===== config.mk =====
export PLATFORM = sky130hd
export DESIGN_NAME = hilo_fwd_file
export DESIGN_NICKNAME = d
export VERILOG_FILES = /design/src/rtl/hilo_fwd_file.sv
export SDC_FILE = /design/constraint.sdc
export NUM_CORES = 1
export LEC_CHECK = 0
export ABC_AREA = 1
export BUFFER_PORTS_ARGS = -buffer_cell sky130_fd_sc_hd__clkbuf_2
export CORE_AREA = 2 2 107 109
export DETAILED_ROUTE_END_ITERATION = 8
export DIE_AREA = 0 0 109 111
export PLACE_DENSITY_LB_ADDON = 0.15
export SYNTH_ARGS = -nofsm -noshare
export SYNTH_HDL_FRONTEND = slang
export SYNTH_SLANG_ARGS = --single-unit

===== constraint.sdc =====
create_clock -name clk -period 1.2 [get_ports clk]
set_clock_uncertainty 0.05 [all_clocks]
set_input_delay 0.06 -clock clk [delete_from_list [all_inputs] [get_ports clk]]
set_output_delay 0.06 -clock clk [all_outputs]
set_load 0.01 [all_outputs]

===== src/rtl/hilo_fwd_file.sv =====
// hilo_fwd_file: HI/LO special-register file with read forwarding and a mul/div scoreboard.
// Latency: hi_o/lo_o are combinational from fwd_*/wb_*; a commit is visible from the register one cycle after the write-back edge.
// Backpressure: issue_ready drops at MAX_PENDING ops in flight; hilo_busy stalls readers while any op is pending.
//
// Optional feature macro: HILO_WB_BYPASS_EN
//   defined   -> write-back data is a forwarding source (below all fwd slots, above the register)
//   undefined -> reads see the stored register only; a write-back value appears the cycle after commit
//
// Ports:
//   clk, rst_n                  clock, asynchronous active-low reset
//   fwd_hi_we/fwd_lo_we         per-slot write enables (slot 0 youngest)
//   fwd_hi_i/fwd_lo_i           per-slot data, slot k at [k*DATA_WIDTH +: DATA_WIDTH]
//   wb_hi_we/wb_lo_we           write-back commit enables
//   wb_hi_i/wb_lo_i             write-back commit data
//   md_issue/md_done            multi-cycle op accepted / result produced
//   flush                       cancels all pending ops
//   hi_o/lo_o                   forwarded HI/LO
//   hilo_busy, issue_ready      scoreboard status (combinational from the count register)
//   pending_cnt                 ops in flight
//   sb_err                      sticky scoreboard over/underflow flag
module hilo_fwd_file #(
  parameter int DATA_WIDTH  = 32,
  parameter int NUM_FWD     = 2,
  parameter int MAX_PENDING = 3,
  localparam int CNT_W      = $clog2(MAX_PENDING + 1)
) (
  input  logic                          clk,
  input  logic                          rst_n,
  input  logic [NUM_FWD-1:0]            fwd_hi_we,
  input  logic [NUM_FWD-1:0]            fwd_lo_we,
  input  logic [NUM_FWD*DATA_WIDTH-1:0] fwd_hi_i,
  input  logic [NUM_FWD*DATA_WIDTH-1:0] fwd_lo_i,
  input  logic                          wb_hi_we,
  input  logic                          wb_lo_we,
  input  logic [DATA_WIDTH-1:0]         wb_hi_i,
  input  logic [DATA_WIDTH-1:0]         wb_lo_i,
  input  logic                          md_issue,
  input  logic                          md_done,
  input  logic                          flush,
  output logic [DATA_WIDTH-1:0]         hi_o,
  output logic [DATA_WIDTH-1:0]         lo_o,
  output logic                          hilo_busy,
  output logic                          issue_ready,
  output logic [CNT_W-1:0]              pending_cnt,
  output logic                          sb_err
);

  localparam logic [CNT_W-1:0] MAX_CNT = CNT_W'(MAX_PENDING);
  localparam logic [CNT_W-1:0] ONE_CNT = CNT_W'(1);

  // --------------------------------------------------------------------
  // Architectural registers
  // --------------------------------------------------------------------
  logic [DATA_WIDTH-1:0] hi_q, hi_d;
  logic [DATA_WIDTH-1:0] lo_q, lo_d;

  always_comb begin
    hi_d = hi_q;
    lo_d = lo_q;
    if (wb_hi_we) hi_d = wb_hi_i;
    if (wb_lo_we) lo_d = wb_lo_i;
  end

  always_ff @(posedge clk or negedge rst_n) begin
    if (!rst_n) begin
      hi_q <= '0;
      lo_q <= '0;
    end else begin
      hi_q <= hi_d;
      lo_q <= lo_d;
    end
  end

  // --------------------------------------------------------------------
  // Read forwarding. HI and LO are resolved independently so that e.g.
  // mthi in MEM and mtlo in WB both forward in the same cycle.
  // The slot scan runs oldest to youngest so the lowest-index (youngest)
  // enabled slot is the last assignment and therefore wins.
  // --------------------------------------------------------------------
  logic [DATA_WIDTH-1:0] hi_base;
  logic [DATA_WIDTH-1:0] lo_base;
  logic [DATA_WIDTH-1:0] hi_sel;
  logic [DATA_WIDTH-1:0] lo_sel;

`ifdef HILO_WB_BYPASS_EN
  // Write-back sits between the fwd slots and the register, so a reader in
  // the same cycle as the commit sees the committing value.
  always_comb begin
    hi_base = wb_hi_we ? wb_hi_i : hi_q;
    lo_base = wb_lo_we ? wb_lo_i : lo_q;
  end
`else
  // Write-back is not a source; the pipeline must place WB among the fwd
  // slots or stall one cycle if it needs the committing value.
  always_comb begin
    hi_base = hi_q;
    lo_base = lo_q;
  end
`endif

  always_comb begin
    hi_sel = hi_base;
    lo_sel = lo_base;
    for (int k = NUM_FWD - 1; k >= 0; k--) begin
      if (fwd_hi_we[k]) hi_sel = fwd_hi_i[k*DATA_WIDTH +: DATA_WIDTH];
      if (fwd_lo_we[k]) lo_sel = fwd_lo_i[k*DATA_WIDTH +: DATA_WIDTH];
    end
  end

  assign hi_o = hi_sel;
  assign lo_o = lo_sel;

  // --------------------------------------------------------------------
  // Multiply/divide scoreboard
  // --------------------------------------------------------------------
  logic [CNT_W-1:0] cnt_q, cnt_d;
  logic             err_q, err_d;
  logic             can_issue;
  logic             can_retire;

  assign can_issue  = (cnt_q < MAX_CNT);
  assign can_retire = (cnt_q != '0);

  always_comb begin
    cnt_d = cnt_q;
    err_d = err_q;
    if (flush) begin
      // Flush cancels everything in flight, including any same-cycle
      // issue or done; the error flag is deliberately left untouched.
      cnt_d = '0;
    end else if (md_issue && md_done) begin
      // One op retires while another enters: occupancy is unchanged.
      cnt_d = cnt_q;
    end else if (md_issue) begin
      if (can_issue) cnt_d = cnt_q + ONE_CNT;
      else           err_d = 1'b1;
    end else if (md_done) begin
      if (can_retire) cnt_d = cnt_q - ONE_CNT;
      else            err_d = 1'b1;
    end
  end

  always_ff @(posedge clk or negedge rst_n) begin
    if (!rst_n) begin
      cnt_q <= '0;
      err_q <= 1'b0;
    end else begin
      cnt_q <= cnt_d;
      err_q <= err_d;
    end
  end

  assign pending_cnt = cnt_q;
  assign hilo_busy   = can_retire;
  assign issue_ready = can_issue;
  assign sb_err      = err_q;

endmodule


==> impl_results.md, run 1 <==
- Yosys Warn Count: 0
- Most numerous cell in the Yosys netlist: sky130_fd_sc_hd__nand2_1
- Total clock buffers created by CTS: 9
- Final-report setup violation count: 17
- Least setup slack across all paths after layout: -0.0879 ns
- Post-Synthesis Cells: 522
- Sequential share of the synthesized area: 37.9%
- Endpoint type of the worst setup path: primary output
- Total vias in the final route: 4721
- Series of cell instances along the critical path: inv_2 > o211ai_1 > o21a_1 > buf_2
- GP Congestion: 0.838
- Syn_area_per_cell: 8.47 um2
- Mean number of vias per cell: 4.73
- Total of max-cap violations: 0
- Max stage delay cell, worst path: sky130_fd_sc_hd__dfrtp_1
- Routed length per placed instance: 13.1 um
- Insertion delay to the later sink of the worst-skew pair: 0.32 ns
- Fraction of synthesized cell area taken by the top area cell type: 37.9%
- Violation count after the first detailed-routing iteration: 201
- Final total negative setup slack: -0.367 ns
- Number of iterations in the first detailed-routing pass: 4
- Via count of the first global-routing pass: 4700
- Crit-path max cell delay: 0.33 ns
- Crit-path leading delay family: compound AO/OA/AOI/OAI gates
- Total instance count after detailed placement: 909
- Worst hold slack: 0.0237 ns
- Layout cell share with drive strength beyond 1: 50.4%
- Area growth from synthesis to final layout: 55.5%
- Clock sink count: 67
- Leakage power: 3.53 nW
- CTS tree: done
- Number of flops mapped to enable cells by yosys: 0
- Max-slew violations: 0
- DIE WIDTH: 109 um
- Total number of H-tree levels: 3
- Run status: complete, but fails checks
- Global-route usage over all layers: 21.8%
- Top achievable clock speed: 0.776 GHz
- Final global-route overflow total: 0
- RSZ-0062 raised after global routing: yes
- Nature of the critical path startpoint: flop
- Register area: 1680 um2
- Worst Setup Slack post-DPL: 0.0373 ns
- Clock-pin slew reported for the worst setup and hold paths after clock tree synthesis: 0.05 ns
- Synth cell types: 16
- Fin crit share: 107%
- Max clock buf depth: 2
- Max VDD drop: 0.496 mV
- Multi-input logic area: 2160 um2
- Wirelength, routed: 13100 um
- Placeable core region: 11100 um2
- Post-Syn Area: 4420 um2
- Starting density of the core: 39.9%
- Post-synth top cells: sky130_fd_sc_hd__nand2_1 (141), sky130_fd_sc_hd__inv_1 (70), sky130_fd_sc_hd__dfrtp_1 (67)
- Min Tclk post-route: 1.29 ns
- DIE AREA: 12100 um2
- Chip Height: 111 um
- Post-layout net count: 1054
- Synth area leader: sky130_fd_sc_hd__dfrtp_1
- Global-route wire length before repair: 21200 um
- Reg2reg setup slack: 0.09 ns
- Port Buf Inserts: 271
- Most instantiated flip-flop cell in the synthesis netlist: sky130_fd_sc_hd__dfrtp_1
- Inserted Diodes: 0
- Count of standard-cell rows: 39
- Violations in the final reports: negative setup slack
- Least-Margin Pin Slew: 0.362 ns
- Data required time at the worst endpoint: 1.09 ns
- Async S/R FF share, synth: 100%
- Hold Violations, Final: 0
- Data arrival at the endpoint of the critical path: 1.18 ns
- PwrDens: 1020 nW/um2
- Antenna-violating nets left: 0
- DPL Wire Length: 9240 um
- DR DRC count: 0
- Root Buffer: sky130_fd_sc_hd__clkbuf_16
- Antenna violations before repair: 0
- Non-filler instance count after layout: 999
- Syn_nets: 725
- Max-slew headroom: 75.9%
- Number of buffers and inverters on the critical path: 2
- Critical Setup Path Class: flop to primary output
- Class of the tightest hold or removal check: input port to flop
- Max FO, Critical Path: 2
- Top area cells in the synthesized netlist: sky130_fd_sc_hd__dfrtp_1 (38%), sky130_fd_sc_hd__o211ai_2 (16%), sky130_fd_sc_hd__nand2_1 (12%)
- Sum of internal, switching and leakage power: 7.03 mW
- Pin count of the biggest net entering global routing: 68
- Number of register bits inferred by synthesis: 67
- # fillers: 969
- Count of pins on the block boundary: 272
[through the flow]
stage               util, %  instance area (um2)
floorplan                 -                 4420
global placement       52.9                 5860
detailed placement     52.9                 5860
CTS                    61.4                 6810
global route           62.0                 6870
finish                 62.0                 6870
[worst register-to-register path, stage by stage (launching register included)]
cell and delay (ns):
sky130_fd_sc_hd__dfrtp_1 0.41, sky130_fd_sc_hd__inv_2 0.07, sky130_fd_sc_hd__buf_4 0.14, sky130_fd_sc_hd__nand2_2 0.06, sky130_fd_sc_hd__nand2_1 0.05, sky130_fd_sc_hd__nand2_1 0.05
sky130_fd_sc_hd__nand2_1 0.05, sky130_fd_sc_hd__nand3_1 0.06, sky130_fd_sc_hd__nand2_1 0.05
[final timing paths]
path / from / to / depth (start not counted)
setup / recovery: hi_base[17] / hi_o[17] / 4
hold / removal: flush / sb_err / 4
setup reg to reg: pending_cnt[0] / pending_cnt[1] / 8
hold reg to reg: sb_err / sb_err / 2
max in group asynchronous: rst_n / lo_base[31] / 3
min in group asynchronous: rst_n / hi_base[1] / 3
[cell type report]
| cell class | count | area share (%) |
|---|---|---|
| repair buffers | 358 | 33.7 |
| multi-input cells | 343 | 31.4 |
| flip-flops and latches | 67 | 24.4 |
| inverters | 72 | 3.93 |
| clock buffers | 14 | 3.84 |
| well taps | 143 | 2.60 |
| clock inverters | 2 | 0.146 |
[registers in the layout, summed over array words and instances, names as in the netlist]
signal       count
hi_base         32
pending_cnt      2
lo_base         32
sb_err           1
[repair_timing]
action / CTS / global route
hold endpoints to repair: 131 / 0
resized for setup: 42 / 88
pin swaps: 0 / 2
setup buffers: 3 / 6
endpoints found under the setup margin: 58 / 67
hold buffers: 65 / 0
[layer usage]
metal / global-route usage [%] / share of wire (%) / up-vias / wire length [um]
met2: 38.1 / 48 / 189 / 6320
met3: 3.41 / 6.8 / 22 / 888
li1: - / - / 2389 / -
met5: 0 / 0 / - / 0
met1: 26.4 / 43 / 2121 / 5610
met4: 8.29 / 2.3 / 0 / 307
[cells by family (layout without fill, tap and decap cells)]
group                  count (synthesis)  in the layout  synth area share [%]
AOI/OAI and AO/OA                    193            193                  35.7
and+or+nand+nor                      150            150                  13.0
DFF                                   67             67                  37.9
buffers and inverters                112            446                  13.4
[power breakdown]
part / internal, mW / leakage [nW] / switching, mW
clock: 1.50 / 0.137 / 0.881
sequential: 2.47 / 0.811 / 0.0997
combinational: 1.04 / 2.58 / 1.03
total: 5.01 / 3.53 / 2.01
[layout by cell type, fill, tap and decap left out, types with 3 or more instances in the layout]
master and instances:
sky130_fd_sc_hd__o21ai_0 65, sky130_fd_sc_hd__dlygate4sd3_1 65, sky130_fd_sc_hd__nand3_1 6, sky130_fd_sc_hd__inv_2 65
sky130_fd_sc_hd__clkbuf_1 3, sky130_fd_sc_hd__inv_1 7, sky130_fd_sc_hd__buf_4 14, sky130_fd_sc_hd__o211ai_1 6
sky130_fd_sc_hd__clkbuf_16 9, sky130_fd_sc_hd__dfrtp_1 67, sky130_fd_sc_hd__buf_12 10, sky130_fd_sc_hd__clkbuf_2 208
sky130_fd_sc_hd__o21a_1 64, sky130_fd_sc_hd__nand2_1 139, sky130_fd_sc_hd__o211ai_2 58, sky130_fd_sc_hd__buf_2 59
Power figures use the tool's default switching activity.
==> inputs of run 2 (changes only) <==
--- a/config.mk
+++ b/config.mk
@@ -10,7 +10,8 @@
 export CORE_AREA = 2 2 107 109
 export DETAILED_ROUTE_END_ITERATION = 8
 export DIE_AREA = 0 0 109 111
-export PLACE_DENSITY_LB_ADDON = 0.15
+export PLACE_DENSITY = 0.77
+export SKIP_LAST_GASP = 1
 export SYNTH_ARGS = -nofsm -noshare
 export SYNTH_HDL_FRONTEND = slang
 export SYNTH_SLANG_ARGS = --single-unit
==> run 2 against run 1 <==
The flow still finishes with violations (negative setup slack). Utilization is essentially flat. Sequential power is essentially flat. Final cell count shrank 0.10%. Critical endpoint is now lo_o[11]. Largest power group is now clock.
==> impl_results.md, run 2 (synthesized netlist as in run 1, its figures left out) <==
- Run status: complete, but fails checks
- Violations in the final reports: negative setup slack
- Least-Margin Pin Slew: 0.438 ns
- Pin count of the biggest net entering global routing: 65
- Root Buffer: sky130_fd_sc_hd__clkbuf_16
- DIE WIDTH: 109 um
- Area growth from synthesis to final layout: 55.4%
- Total clock buffers created by CTS: 9
- CTS tree: done
- Total number of H-tree levels: 3
- Leakage power: 3.55 nW
- Antenna violations before repair: 0
- Number of iterations in the first detailed-routing pass: 4
- Global route hottest layer: met2
- Chip Height: 111 um
- PwrDens: 1040 nW/um2
- DPL Wire Length: 9040 um
- Inserted Diodes: 0
- Count of standard-cell rows: 39
- Most frequent standard cell in the layout excluding fill and tap cells: sky130_fd_sc_hd__clkbuf_2
- Met2 track demand over resource in global routing: 36.4%
- Crit-path leading delay family: flip-flops
- Mean number of vias per cell: 4.66
- Data required time at the worst endpoint: 1.09 ns
- GP Congestion: 0.797
- Max clock buf depth: 2
- Global-route usage over all layers: 20.6%
- DR DRC count: 0
- Hold Violations, Final: 0
- Register area: 1680 um2
- Worst hold slack: 0.0281 ns
- Nature of the critical path startpoint: flop
- Post-layout net count: 1053
- Max FO, Critical Path: 2
- Routed length per placed instance: 12.4 um
- Clock-pin slew reported for the worst setup and hold paths after clock tree synthesis: 0.06 ns
- Data arrival at the endpoint of the critical path: 1.13 ns
- RSZ-0062 raised after global routing: yes
- Commonest cells after routing, fill and taps aside: sky130_fd_sc_hd__clkbuf_2 (217), sky130_fd_sc_hd__nand2_1 (141), sky130_fd_sc_hd__dfrtp_1 (66)
- Placeable core region: 11100 um2
- Layout cell share with drive strength beyond 1: 47.6%
- Antenna-violating nets left: 0
- Fin crit share: 104%
- Violation count after the first detailed-routing iteration: 310
- Least setup slack across all paths after layout: -0.0443 ns
- Insertion delay to the later sink of the worst-skew pair: 0.32 ns
- Final global-route overflow total: 0
- Max stage delay cell, worst path: sky130_fd_sc_hd__dfrtp_1
- Class of the tightest hold or removal check: input port to flop
- Multi-input logic area: 2150 um2
- Port Buf Inserts: 271
- Max-slew headroom: 70.8%
- Total of max-cap violations: 0
- Wirelength, routed: 12400 um
- Total vias in the final route: 4653
- Series of cell instances along the critical path: inv_1 > o211ai_2 > o21a_1 > buf_2
- Starting density of the core: 39.9%
- # fillers: 976
- Via count of the first global-routing pass: 4396
- Final-report setup violation count: 10
- Number of buffers and inverters on the critical path: 2
- Clock sink count: 67
- Cell area after placement: 5840 um2
- DIE AREA: 12100 um2
- Min Tclk post-route: 1.24 ns
- Max-slew violations: 0
- Count of pins on the block boundary: 272
- Met3 Usage GRT: 4.53%
- Crit-path max cell delay: 0.33 ns
- Critical Setup Path Class: flop to primary output
- Post-layout instance area: 6870 um2
- Top achievable clock speed: 0.804 GHz
- Global-route wire length before repair: 19700 um
- Max VDD drop: 0.546 mV
- Endpoint type of the worst setup path: primary output
- Global-route track usage on met1: 24.2%
## run 2: where the power goes
| part | switching (mW) | internal (mW) |
|---|---|---|
| logic | 0.980 | 0.996 |
| clock network | 0.927 | 1.65 |
| registers | 0.0880 | 2.47 |
| total | 1.99 | 5.12 |
## run 2: what timing repair did
item | CTS | global route
gates resized for setup | 25 | 71
hold buffers | 65 | 0
pin swaps | 0 | 3
setup endpoints to repair | 43 | 67
endpoints found under the hold margin | 131 | 0
setup buffers | 5 | 4
cloned | 0 | 0
## run 2: worst paths after layout
check / to / start / depth (start not counted) / slack (ns)
worst max register to register: pending_cnt[1] / pending_cnt[1] / 6 / 0.12
min in group asynchronous: hi_base[1] / rst_n / 3 / 0.28
worst min-delay path: lo_base[29] / wb_lo_we / 2 / 0.03
worst min register to register: sb_err / sb_err / 2 / 0.42
worst max-delay path: lo_o[11] / lo_base[11] / 4 / -0.04
max in group asynchronous: pending_cnt[0] / rst_n / 3 / 0.47
## run 2: final cells by class
type	instances	area share [%]
clock buffers	11	3.53
clock inverters	5	0.765
inverters	72	3.94
multi-input cells	343	31.3
flip-flops and latches	67	24.4
well taps	143	2.61
repair buffers	357	33.4
## run 2: stage by stage
step	TNS (ns)	cells	power [mW]	utilization, %	setup WS [ns]
3_5_place_dp	0	908	4.33	52.7	0.0889
6_report	-0.183	998	7.11	62.0	-0.0443
5_1_grt	-3.28	998	7.52	62.0	-0.136
2_1_floorplan	0	522	3.60	-	0.0741
3_3_place_gp	0	908	4.29	52.7	0.134
4_1_cts	-0.563	994	7.16	61.6	-0.0472
## run 2: per-layer routing
layer | vias to the layer above | wire length (um)
met2 | 195 | 6190
met3 | 19 | 1030
met1 | 2050 | 4970
met5 | - | 0
met4 | 0 | 232
li1 | 2389 | -
==> inputs of run 3 (changes only) <==
--- a/config.mk
+++ b/config.mk
@@ -11,6 +11,7 @@
 export DETAILED_ROUTE_END_ITERATION = 8
 export DIE_AREA = 0 0 109 111
 export PLACE_DENSITY = 0.77
+export RECOVER_POWER = 25
 export SKIP_LAST_GASP = 1
 export SYNTH_ARGS = -nofsm -noshare
 export SYNTH_HDL_FRONTEND = slang
==> run 3 against run 2 <==
The flow still finishes with violations (negative setup slack). Die area stayed put. Final area hardly changed. Critical path type unchanged. Clock power hardly changed. Count of clock-buffer cells in the layout stayed put. Global-route usage stayed put. Worst hold slack worse by 0.00073 ns. Critical path depth stayed put. Via count hardly changed. Fmax hardly changed. Total power is 0.12% lower. Largest cell class unchanged.
==> impl_results.md, run 3 (synthesized netlist as in run 1, its figures left out) <==
- Run status: complete, but fails checks
- Violations in the final reports: negative setup slack
- Cell area after placement: 5840 um2
- Insertion delay to the later sink of the worst-skew pair: 0.32 ns
- Post-layout instance area: 6860 um2
- Layout cell share with drive strength beyond 1: 46.2%
- Via count of the first global-routing pass: 4396
- Most frequent standard cell in the layout excluding fill and tap cells: sky130_fd_sc_hd__clkbuf_2
- Max-slew headroom: 71.0%
- Critical path launch point: lo_base[11]
- Root Buffer: sky130_fd_sc_hd__clkbuf_16
- Max clock buf depth: 2
- Endpoint type of the worst setup path: primary output
- Class of the tightest hold or removal check: input port to flop
- Hold Violations, Final: 0
- PwrDens: 1030 nW/um2
- DPL Wire Length: 9040 um
- Placeable core region: 11100 um2
- Number of iterations in the first detailed-routing pass: 4
- Total clock buffers created by CTS: 9
- Register area: 1680 um2
- CTS tree: done
- Max-slew violations: 0
- Antenna violations before repair: 0
- Net Switching: 1.99 mW
- Leakage power: 3.55 nW
- Commonest cells after routing, fill and taps aside: sky130_fd_sc_hd__clkbuf_2 (214), sky130_fd_sc_hd__nand2_1 (141), sky130_fd_sc_hd__dfrtp_1 (66)
- Mean number of vias per cell: 4.67
- Count of pins on the block boundary: 272
- Wirelength, routed: 12400 um
- Final design utilization: 62.0%
- Clock sink count: 67
- Worst min-delay path startpoint: wb_lo_we
- Cell-internal power: 5.11 mW
- Global-route usage over all layers: 20.6%
- Antenna-violating nets left: 0
- Nature of the critical path startpoint: flop
- Share of power burned in combinational logic: 27.8%
- Least-Margin Pin Slew: 0.435 ns
- Min Tclk post-route: 1.24 ns
- # fillers: 978
- Top achievable clock speed: 0.804 GHz
- Chip Height: 111 um
- Final global-route overflow total: 0
- Clock-pin slew reported for the worst setup and hold paths after clock tree synthesis: 0.06 ns
- Proportion of total power due to net switching: 28.0%
- RSZ-0062 raised after global routing: yes
- Pin count of the biggest net entering global routing: 65
- Count of standard-cell rows: 39
- DIE AREA: 12100 um2
- Routed length per placed instance: 12.5 um
- DIE WIDTH: 109 um
- Area growth from synthesis to final layout: 55.3%
- Port Buf Inserts: 271
- Post-layout net count: 1053
- Total number of H-tree levels: 3
- Total vias in the final route: 4657
- Worst hold slack: 0.0274 ns
- Total of max-cap violations: 0
- Data arrival at the endpoint of the critical path: 1.13 ns
- Data required time at the worst endpoint: 1.09 ns
- Power share of the clock group: 36.3%
- Inserted Diodes: 0
- Global-route wire length before repair: 19700 um
- Max FO, Critical Path: 2
- Multi-input logic area: 2150 um2
- DR DRC count: 0
- Crit Reg-Reg Startpoint: pending_cnt[1]
- GP Congestion: 0.797
- Violation count after the first detailed-routing iteration: 310
- Critical Setup Path Class: flop to primary output
- Least setup slack across all paths after layout: -0.0442 ns
- Max VDD drop: 0.546 mV
- Starting density of the core: 39.9%
- Fin crit share: 104%
- Sum of internal, switching and leakage power: 7.10 mW
- Sequential cell fraction of total power: 35.9%
- Final-report setup violation count: 11
- Final total negative setup slack: -0.182 ns
==> run 3: cell counts in the layout (fill, tap and decap cells not counted) <==
Identical to the previous run, type by type.
==> run 3: metal layers <==
metal	global-route usage, %	wire, um
met3	4.53	1030
met4	6.67	231
met1	24.2	5000
met5	0	0
met2	36.4	6170
==> run 3: final timing paths <==
| kind | end | slack (ns) | depth (start not counted) |
|---|---|---|---|
| worst min register to register | sb_err | 0.42 | 2 |
| max in group asynchronous | pending_cnt[0] | 0.47 | 3 |
| worst max-delay path | lo_o[11] | -0.04 | 4 |
| worst min-delay path | lo_base[29] | 0.03 | 2 |
| worst max register to register | pending_cnt[1] | 0.12 | 6 |
| min in group asynchronous | hi_base[1] | 0.28 | 3 |
==> run 3: critical path, cell delays in order (launching register included) <==
cell and delay [ns]:
sky130_fd_sc_hd__dfrtp_1 0.33, sky130_fd_sc_hd__inv_1 0.06, sky130_fd_sc_hd__o211ai_2 0.14, sky130_fd_sc_hd__o21a_1 0.17, sky130_fd_sc_hd__buf_2 0.13
==> run 3: through the flow <==
step | worst slack (ns) | std cells
after floorplan | 0.0741 | 522
after global placement | 0.134 | 908
after detailed placement | 0.0889 | 908
after CTS | -0.0472 | 994
after global routing | -0.136 | 998
final | -0.0442 | 998
==> run 3: final cells by class <==
class                   count  share of cell area, %
flip-flops and latches     67                   24.4
clock inverters             5                  0.766
well taps                 143                   2.61
repair buffers            357                   33.3
multi-input cells         343                   31.4
clock buffers              11                   3.54
inverters                  72                   3.94
==> run 3: power by group through the flow <==
stage	Combinational, mW	Sequential (mW)	Clock [mW]
after floorplan	1.04	2.56	0
after global placement	1.73	2.56	0
after detailed placement	1.76	2.57	0
after CTS	1.96	2.55	2.65
after global routing	2.20	2.57	2.75
final	1.97	2.55	2.58
==> run 3: what timing repair did <==
action / CTS / global route
pin swaps: 0 / 3
hold buffers: 65 / 0
buffers inserted: 5 / 4
endpoints found under the setup margin: 43 / 67
resized for setup: 25 / 71
endpoints found under the hold margin: 131 / 0
